`config.mk`:
```
export PLATFORM = sky130hd
export DESIGN_NAME = scene_scroller
export DESIGN_NICKNAME = d
export VERILOG_FILES = /design/src/rtl/scene_scroller.sv
export SDC_FILE = /design/constraint.sdc
export NUM_CORES = 1
export LEC_CHECK = 0
export BUFFER_PORTS_ARGS = -buffer_cell sky130_fd_sc_hd__buf_2
export CORE_ASPECT_RATIO = 1.4
export CORE_MARGIN = 2
export CORE_UTILIZATION = 61
export DETAILED_ROUTE_END_ITERATION = 12
export GPL_ROUTABILITY_DRIVEN = 0
export PLACE_DENSITY = 0.83
export SLEW_MARGIN = 5
export SYNTH_ARGS = -nofsm -noshare
export SYNTH_HDL_FRONTEND = slang
export SYNTH_SLANG_ARGS = --single-unit
```
`constraint.sdc`:
```
create_clock -name clk -period 6.3 [get_ports clk]
set_input_delay 0 -clock clk [delete_from_list [all_inputs] [get_ports clk]]
set_output_delay 0 -clock clk [all_outputs]
set_load 0.05 [all_outputs]
```
`src/rtl/scene_scroller.sv`:
```
// scene_scroller: parallax strip renderer for the VGA pixel path.
// Three-stage pixel pipeline: address/hit capture, ROM read, colour select.
// Each strip owns its scroll offset and address generator (scene_layer).

module scene_layer #(
  parameter int K          = 0,
  parameter int IMG_W      = 1200,
  parameter int LAYER_H    = 15,
  parameter int LAYER_Y    = 20,
  parameter int LAYER_STEP = 15,
  parameter int ADDR_W     = 16,
  parameter int OFF_W      = 11
) (
  input  logic              clk,
  input  logic              rst_n,
  input  logic              tick,
  input  logic              play,
  input  logic              init,
  input  logic [4:0]        speed,
  input  logic [9:0]        x,
  input  logic [8:0]        y,
  output logic [ADDR_W-1:0] addr,
  output logic              hit
);
  localparam logic [OFF_W:0] IMG_WL = (OFF_W+1)'(IMG_W);
  localparam logic [9:0]     TOP    = 10'(LAYER_Y + K*LAYER_STEP);
  localparam logic [9:0]     BOT    = 10'(LAYER_Y + K*LAYER_STEP + LAYER_H);

  logic [OFF_W-1:0]  off;
  logic [4:0]        step;
  logic [OFF_W:0]    off_sum;
  logic [OFF_W:0]    x_sum;
  logic [OFF_W:0]    xr;
  logic [9:0]        yc;
  logic [9:0]        yr;
  logic              hit_d;
  logic [ADDR_W-1:0] addr_d;

  // Layer speed (parallax shift, floor of 1) and the wrapped next offset
  always_comb begin
    step = speed >> K;
    if (step == '0) step = 5'd1;
    off_sum = {1'b0, off} + (OFF_W+1)'(step);
  end

  // Scroll offset: zeroed in INITIAL, advanced in PLAYING, held otherwise
  always_ff @(posedge clk or negedge rst_n) begin
    if (!rst_n) begin
      off <= '0;
    end else if (tick) begin
      if (init)
        off <= '0;
      else if (play)
        off <= (off_sum >= IMG_WL) ? OFF_W'(off_sum - IMG_WL) : OFF_W'(off_sum);
    end
  end

  // Row hit and ROM address; x+off wraps once since off < IMG_W and x < IMG_W
  always_comb begin
    x_sum  = (OFF_W+1)'(x) + {1'b0, off};
    xr     = (x_sum >= IMG_WL) ? x_sum - IMG_WL : x_sum;
    yc     = {1'b0, y};
    hit_d  = (yc >= TOP) && (yc < BOT);
    yr     = yc - TOP;
    addr_d = hit_d ? ADDR_W'(yr) * ADDR_W'(IMG_W) + ADDR_W'(xr) : '0;
  end

  // Stage-1 address and hit registers
  always_ff @(posedge clk or negedge rst_n) begin
    if (!rst_n) begin
      addr <= '0;
      hit  <= 1'b0;
    end else begin
      addr <= addr_d;
      hit  <= hit_d;
    end
  end
endmodule

module scene_scroller #(
  parameter int          LAYERS      = 2,
  parameter int          IMG_W       = 1200,
  parameter int          LAYER_H     = 15,
  parameter int          LAYER_Y     = 20,
  parameter int          LAYER_STEP  = 15,
  parameter int          ADDR_W      = 16,
  parameter int          SPEED_INIT  = 3,
  parameter int          SPEED_MAX   = 12,
  parameter int          ACCEL_TICKS = 500,
  parameter int          GO_X        = 223,
  parameter int          GO_Y        = 200,
  parameter int          GO_W        = 193,
  parameter int          GO_H        = 13,
  parameter logic [11:0] KEY         = 12'h000,
  parameter logic [11:0] BG          = 12'hFFF
) (
  input  logic                     clk,
  input  logic                     rst_n,
  input  logic                     tick,
  input  logic [1:0]               game_state,
  input  logic [9:0]               x,
  input  logic [8:0]               y,
  input  logic                     de,
  output logic [LAYERS*ADDR_W-1:0] layer_addr,
  input  logic [LAYERS*12-1:0]     layer_data,
  output logic [ADDR_W-1:0]        go_addr,
  input  logic [11:0]              go_data,
  output logic [11:0]              data,
  output logic                     de_out,
  output logic [4:0]               speed
);
  localparam int OFF_W  = $clog2(IMG_W);
  localparam int CNT_W  = (ACCEL_TICKS > 1) ? $clog2(ACCEL_TICKS) : 1;
  localparam int STAGES = 2;
  localparam logic [CNT_W-1:0] CNT_LAST = CNT_W'(ACCEL_TICKS - 1);

  typedef enum logic [1:0] {
    GS_INIT     = 2'd0,
    GS_PLAY     = 2'd1,
    GS_OVER     = 2'd2,
    GS_OVER_ALT = 2'd3
  } gs_e;

  gs_e                           gs, gs_s1, gs_s2;
  logic                          play, init;
  logic [CNT_W-1:0]              accel;
  logic [LAYERS-1:0][ADDR_W-1:0] addr_s1;
  logic [LAYERS-1:0]             hit_s1, hit_s2;
  logic [LAYERS-1:0][11:0]       ld;
  logic [STAGES:0]               vld_pipe;
  logic [15:0]                   gdx, gdy;
  logic                          go_hit_d, go_hit_s1, go_hit_s2;
  logic [ADDR_W-1:0]             go_addr_d;
  logic                          over_s2;
  logic [11:0]                   pix_d;

  assign gs         = gs_e'(game_state);
  assign play       = (gs == GS_PLAY);
  assign init       = (gs == GS_INIT);
  assign layer_addr = addr_s1;
  assign ld         = layer_data;
  assign de_out     = vld_pipe[STAGES];

  // Speed ramp: offsets sample the old speed on the same tick
  always_ff @(posedge clk or negedge rst_n) begin
    if (!rst_n) begin
      speed <= 5'(SPEED_INIT);
      accel <= '0;
    end else if (tick) begin
      if (init) begin
        speed <= 5'(SPEED_INIT);
        accel <= '0;
      end else if (play) begin
        if (accel == CNT_LAST) begin
          accel <= '0;
          if (speed < 5'(SPEED_MAX)) speed <= speed + 5'd1;
        end else begin
          accel <= accel + 1'b1;
        end
      end
    end
  end

  for (genvar k = 0; k < LAYERS; k++) begin : g_layer
    scene_layer #(
      .K(k), .IMG_W(IMG_W), .LAYER_H(LAYER_H), .LAYER_Y(LAYER_Y),
      .LAYER_STEP(LAYER_STEP), .ADDR_W(ADDR_W), .OFF_W(OFF_W)
    ) u_layer (
      .clk(clk), .rst_n(rst_n), .tick(tick), .play(play), .init(init),
      .speed(speed), .x(x), .y(y), .addr(addr_s1[k]), .hit(hit_s1[k])
    );
  end

  // Overlay window test; unsigned wrap makes left/above coordinates miss
  always_comb begin
    gdx       = 16'(x) - 16'(GO_X);
    gdy       = 16'(y) - 16'(GO_Y);
    go_hit_d  = (gdx < 16'(GO_W)) && (gdy < 16'(GO_H));
    go_addr_d = go_hit_d ? ADDR_W'(gdy) * ADDR_W'(GO_W) + ADDR_W'(gdx) : '0;
  end

  // Sideband pipeline: de, hits and game state travel with the ROM read
  always_ff @(posedge clk or negedge rst_n) begin
    if (!rst_n) begin
      vld_pipe  <= '0;
      go_addr   <= '0;
      go_hit_s1 <= 1'b0;
      go_hit_s2 <= 1'b0;
      hit_s2    <= '0;
      gs_s1     <= GS_INIT;
      gs_s2     <= GS_INIT;
    end else begin
      vld_pipe  <= {vld_pipe[STAGES-1:0], de};
      go_addr   <= go_addr_d;
      go_hit_s1 <= go_hit_d;
      go_hit_s2 <= go_hit_s1;
      hit_s2    <= hit_s1;
      gs_s1     <= gs;
      gs_s2     <= gs_s1;
    end
  end

  // Colour select: overlay, then nearest opaque layer, then background
  always_comb begin
    pix_d   = BG;
    over_s2 = (gs_s2 == GS_OVER) || (gs_s2 == GS_OVER_ALT);
    if (vld_pipe[STAGES-1]) begin
      if (over_s2 && go_hit_s2 && go_data != KEY) begin
        pix_d = go_data;
      end else if (gs_s2 != GS_INIT) begin
        for (int k = LAYERS-1; k >= 0; k--)
          if (hit_s2[k] && ld[k] != KEY) pix_d = ld[k];
      end
    end
  end

  // Stage-3 output register
  always_ff @(posedge clk or negedge rst_n) begin
    if (!rst_n) data <= BG;
    else        data <= pix_d;
  end
endmodule

```
==> Word level (Yosys, flattened, before mapping) <==
Cells that the tools add are included.
Widths: inputs -> output; s select.
{ "totals": {"ff_bits": 109, "out_inout_bits": 66, "word_cells": 96} }
{ "op_classes": {"add_sub_neg": 17, "mul": 3, "n_lt_le_gt_ge": 11, "eq_ne": 4, "muxes": 25, "reduce_logical": 20} }
{ "op_table": {"columns": ["op", "n"], "rows": [
  ["$mux 12", 7],
  ["$mux 11", 6],
  ["$ge 12x11->1 const B", 4],
  ["$mux 16", 3],
  ["$reduce_bool 12->1", 3],
  ["$add 16x12->16", 2],
  ["$mux 9", 3],
  ["$mux 5", 5],
  ["$add 10x11->12", 2],
  ["$mul 10x7->12 const B", 2],
  ["$sub 12x11->12 const B", 2],
  ["$sub 11x11->11 const B", 2],
  ["$lt 9x6->1 const B", 2],
  ["$add 16x16->16", 1],
  ["$lt 16x4->1 const B", 1],
  ["$lt 16x8->1 const B", 1],
  ["$mul 10x9->16 const B", 1],
  ["$add 11x4->12", 1],
  ["$add 11x5->12", 1],
  ["$sub 10x8->11 const B", 1],
  ["$logic_not 5->1", 2],
  ["$sub 9x5->10 const B", 1],
  ["$sub 9x6->10 const B", 1],
  ["$sub 9x8->10 const B", 1],
  ["other kinds (15)", 25]
]} }

==> Longest topological paths before layout <==
{ "logic_depth": {"ltp_word": 7, "ltp_mapped": 23, "mapped_depth_nobuf": 23} }

==> By module <==
A second synthesis with hierarchy kept.
{ "unflattened": {"cells_unflattened": 1314, "hier_area_um2": 11808.8} }
{ "modules_own_cells": {"columns": ["mod", "instances", "cells_each", "area_each_um2", "seq_area_each_um2"], "rows": [
  ["scene_scroller", 1, 422, 4072.7, 1343.8],
  ["scene_layer at g_layer[0].u_layer", 1, 466, 4025.1, 700.7],
  ["scene_layer at g_layer[1].u_layer", 1, 426, 3711.1, 700.7]
]} }

==> Worst setup path after synthesis <==
OpenSTA, ideal clock, no wires.
{ "synth_timing": {"path_kind": "register to register", "start": "register g_layer[1].u_layer.off[1]", "end": "register g_layer[1].u_layer.addr[15]", "t_arrival_ps": 4574, "required_time_ps": 6228, "slack_ps": 1653, "stages_incl_launch_ff": 20, "n_path_buf": 0, "period_less_slack_ps": 4647, "path_cell_list": "dfrtp_1 -> ha_1 -> a21o_1 -> a21o_1 -> a2111oi_4 -> o21bai_1 -> xnor2_2 -> o21ba_2 -> o41ai_4 -> mux2_4 -> ha_1 -> a21o_1 -> a21oi_1 -> o21bai_1 -> a21oi_1 -> o21ai_0 -> nor4b_1 -> nand3_1 -> xnor3_1 -> nor2_1"} }
{ "synth_via": {"elab_chain_cells": 5} }
{ "synth_lines": {"columns": ["item", "line", "text"], "rows": [
  ["start: declaration", "29", "logic [OFF_W-1:0] off;"],
  ["start signal: assignment", "54", "off <= (off_sum >= IMG_WL) ? OFF_W'(off_sum - IMG_WL) : OFF_W'(off_sum);"],
  ["$add 10x11->12 *", "60", "x_sum = (OFF_W+1)'(x) + {1'b0, off};"],
  ["$sub 12x11->12 or $ge 12x11->1 (tied branches)", "61", "xr = (x_sum >= IMG_WL) ? x_sum - IMG_WL : x_sum;"],
  ["$mux 12 *", "61", null],
  ["$add 16x12->16 *", "65", "addr_d = hit_d ? ADDR_W'(yr) * ADDR_W'(IMG_W) + ADDR_W'(xr) : '0;"],
  ["$mux 16 *", "65", null],
  ["net g_layer[1].u_layer.addr_d[15]", "37", "logic [ADDR_W-1:0] addr_d;"],
  ["end signal: assignment", "74", "addr <= addr_d;"],
  ["end: declaration", "22", "output logic [ADDR_W-1:0] addr,"]
]} }
The timed path passes the listed nets; every way through them passes the cells marked *.
A chain may end at the register's enable or synchronous reset.

==> Worst setup path in the final report <==
Ends and elaborated chain as after synthesis.

==> run_results.csv <==
group,metric,value,unit
floorplanning,design.die.area,19700,µm²
floorplanning,die_x,119,µm
power,p_seq_share,19.1,%
cts,cts_buffer_depth,2,
min_path,hold_end,"data[3]",
placement,hpwl,21.2,mm
run,maxCapViolCount,0,
timing,fmax,193,MHz
detailed_routing,remaining_drc_errors,0,
yosys,synth_area,11300,µm²
timing,tightest_slew,0.888,ns
detailed_routing,antenna_left,0,
cts,cts_tree,"yes",
floorplanning,core_area,18400,µm²
power,combPwrFrac,68.6,%
power,clockPowerShare,12.3,%
power,p_total,4.55,mW
detailed_routing,vias,9544,
yosys,synth_warnings,0,
timing,slew_headroom,40.8,%
power,p_leak,6.42,nW
yosys,ys_types,78,
cts,cts.sinks,109,
critical_path,worstReg2RegEnd,"g_layer[1].u_layer.addr[15]",
cts,clock_latency,0.37,ns
timing,rsz0062_at_grt,"false",
power,switchingPower,2.13,mW
timing,drv_slew,0,
critical_path,rr_startpoint,"g_layer[1].u_layer.off[1]",
final_layout,drive_gt1_share,13.4,%
power,power.density,359,nW/µm²
critical_path,critPathRequiredTime,6.57,ns
yosys,synthFlopType,"dfrtp_1",
detailed_routing,vias_per_cell,5.73,
timing,fin_crit,5.18,ns
detailed_routing,wl_met2,13.9,mm
placement,dpl_cell_area,12200,µm²
critical_path,critPathKind,"flop to flop",
min_path,worstHoldStart,"layer_data[15]",
final_layout,nets,1688,
detailed_routing,wl_met1,10.7,mm
detailed_routing,wl_met3,1.12,mm
critical_path,start_kind,"flop",
final_layout,final_cell_area,12700,µm²
power,p_sw_share,46.9,%
critical_path,cp_max_fo,5,
detailed_routing,wire_per_inst,16.1,µm
status,status,"finished clean",
yosys,syn-num-nets,1562,
global_routing,grt_pass1_wl,45.0,mm
min_path,hold_path_depth,4,
timing,clock_skew,0.0230,ns
detailed_routing,highest_layer,"met4",
detailed_routing,drt-pass1-iter-count,5,
cts,htreeDepth,3,
floorplanning,rows,59,
yosys,syn-instance-count,1290,
yosys,ys_seq_area_share,24.2,%
min_path,min_path_type,"primary input to flop",
detailed_routing,drtIter0Drc,527,
placement,io_buffers,126,
final_layout,final_util,69.0,%
timing,holdWs,0.0107,ns
timing,fin_setup_tns,0,ns
yosys,async_flop_share,100,%
global_routing,grt_max_degree,68,
floorplanning,start_util,61.7,%
timing,finalSetupViolations,0,
cts,numCtsBuffers,9,
yosys,post_synth.cell_area_avg,8.79,µm²
final_layout,areaGrowthSynthToFinish,11.9,%
floorplanning,dieHeight,165,µm
cts,clk_pin_slew,0.08,ns
power,ir_drop,268,µV
critical_path,arrival,5.45,ns
critical_path,r2r_slack,1.12,ns
timing,hold_violations,0,
cts,cts-resized-gates,0,
floorplanning,ios,127,
critical_path,endpoint_kind,"flop",
global_routing,grt_pass1_vias,9728,
global_routing,grt_overflow,0,
timing,finalCritPeriodShare,82.2,%
critical_path,r2r_cells,19,
global_routing,track_usage,28.3,%
cts,root_buffer,"clkbuf_16",
yosys,ys_ff_latch,109,
final_layout,diodes,0,
global_routing,antenna_found_initial,0,
yosys,synth-edff-count,0,
detailed_routing,wl,26.8,mm
power,intPower,2.42,mW
==> final cells by class <==
cell class | instances | area, µm²
Sequential cell | 109 | 2750
Inverter | 176 | 661
Multi-Input combinational cell | 967 | 7790
Clock inverter | 6 | 61.3
Timing Repair Buffer | 153 | 896
Clock buffer | 10 | 229
Fill cell | 1422 | 5690
Tap cell | 244 | 305
==> routing by layer <==
layer	up-vias	GRT usage (%)
li1	4657	-
met1	4543	31.9
met2	267	52.3
met3	77	3.91
met4	0	13.9
met5	-	0
==> metrics by stage <==
step / worst slack [ns] / std cells
floorplan: 1.65 / 1290
global placement: 1.30 / 1625
detailed placement: 1.14 / 1625
CTS: 1.15 / 1665
global route: 0.777 / 1665
finish: 1.12 / 1665
==> cells in the final DEF (no fill, tap or decap), types with 6 or more instances in the layout <==
cell	n
a211oi_1	6
nor4_1	13
clkbuf_16	9
inv_1	175
o21bai_1	14
or2_2	7
o21a_1	19
xor2_1	42
nand4_1	9
fa_1	40
nand3_1	29
buf_2	125
or3_1	9
dfrtp_1	95
and2_1	15
ha_1	171
o22ai_1	14
nor2_1	92
o31ai_1	9
dlygate4sd3_1	24
xnor2_1	87
nor3b_1	6
a21o_1	24
nand2b_1	11
o21ai_0	60
nand2_1	79
a21oi_1	58
nor3_1	26
and3_1	9
dfstp_2	14
o22a_1	12
nor2b_1	17
==> kinds of logic (layout without fill, tap and decap cells) <==
kind of cell | Yosys count | in the layout | share of synthesized area [%]
AO/OA/AOI/OAI | 277 | 277 | 16.8
XOR/XNOR | 132 | 132 | 10.5
adder cells (fa/ha/maj) | 211 | 211 | 25.9
buffers and inverters | 214 | 345 | 7.11
flip-flops | 109 | 109 | 24.2
multiplexers | 8 | 8 | 0.794
AND/OR/NAND/NOR | 339 | 339 | 14.6
==> sequential cells by signal, summed over array words and instances (netlist names) <==
signal and flops:
go_addr 16, gs_s1 2, go_hit_s1 1, hit_s2 2, g_layer.u_layer.addr 32, data 12
g_layer.u_layer.off 22, accel 9, go_hit_s2 1, g_layer.u_layer.hit 2, gs_s2 2, speed 5
vld_pipe 3
==> power by group through the flow <==
| stage | logic, mW | registers, mW | clock network [mW] |
|---|---|---|---|
| 4_1_cts | 3.12 | 0.867 | 0.576 |
| 3_3_place_gp | 2.97 | 0.876 | 0 |
| 3_5_place_dp | 3.07 | 0.880 | 0 |
| 5_1_grt | 3.51 | 0.881 | 0.613 |
| 2_1_floorplan | 2.35 | 0.973 | 0 |
| 6_report | 3.12 | 0.869 | 0.560 |
==> worst max path at each step <==
stage,startpoint,endpoint,slack [ns]
CTS,g_layer[1].u_layer.off[1],g_layer[1].u_layer.addr[15],1.15
detailed placement,y[2],g_layer[1].u_layer.addr[15],1.14
floorplan,g_layer[1].u_layer.off[1],g_layer[1].u_layer.addr[15],1.65
global placement,y[2],g_layer[1].u_layer.addr[15],1.30
finish,g_layer[1].u_layer.off[1],g_layer[1].u_layer.addr[15],1.12
global route,g_layer[1].u_layer.off[1],g_layer[1].u_layer.addr[15],0.78
==> cell usage after synthesis (4+ instances only) <==
cell type / n / area share (%)
o21bai_1: 14 / 0.93
nand2b_1: 11 / 0.61
or4_1: 4 / 0.26
o21ai_0: 61 / 2.7
xor2_1: 42 / 3.2
nor2b_1: 17 / 0.94
and2_1: 15 / 0.83
a211oi_1: 6 / 0.40
nor3b_1: 6 / 0.40
nor2_1: 92 / 3.0
a21o_1: 24 / 1.6
xnor2_1: 87 / 6.7
ha_1: 171 / 19
o41ai_1: 4 / 0.31
mux2_2: 4 / 0.40
a21oi_1: 58 / 2.6
or2_2: 7 / 0.39
a31oi_1: 5 / 0.28
and3_1: 9 / 0.50
dfrtp_1: 95 / 21
nor4_1: 13 / 0.72
nand2_1: 79 / 2.6
o211ai_1: 5 / 0.33
o21ai_1: 4 / 0.18
a21boi_0: 5 / 0.33
inv_1: 175 / 5.8
o21a_1: 19 / 1.3
or3_1: 9 / 0.50
o31ai_1: 9 / 0.60
a211o_1: 4 / 0.31
clkbuf_1: 34 / 1.1
nand3_1: 29 / 1.3
nand4_1: 9 / 0.50
nor3_1: 26 / 1.1
dfstp_2: 14 / 3.2
o22a_1: 12 / 0.93
o22ai_1: 14 / 0.77
fa_1: 40 / 7.1
==> timing repair <==
item / in CTS / in global routing
hold buffers: 24 / 0
setup buffers: 0 / 0
endpoints found under the hold margin: 57 / 0
==> critical path: stages (launching register included) <==
cell	delay, ns
dfrtp_1	0.42
ha_1	0.29
a21o_1	0.18
a21o_1	0.24
a2111oi_4	0.44
o21bai_1	0.17
xnor2_2	0.27
o21ba_2	0.25
o41ai_4	0.49
mux2_4	0.36
ha_1	0.28
a21o_1	0.11
a21oi_1	0.09
o21bai_1	0.13
a21oi_1	0.15
o21ai_0	0.19
nor4b_1	0.42
nand3_1	0.17
xnor3_1	0.35
nor2_1	0.09
Power figures use the tool's default switching activity.
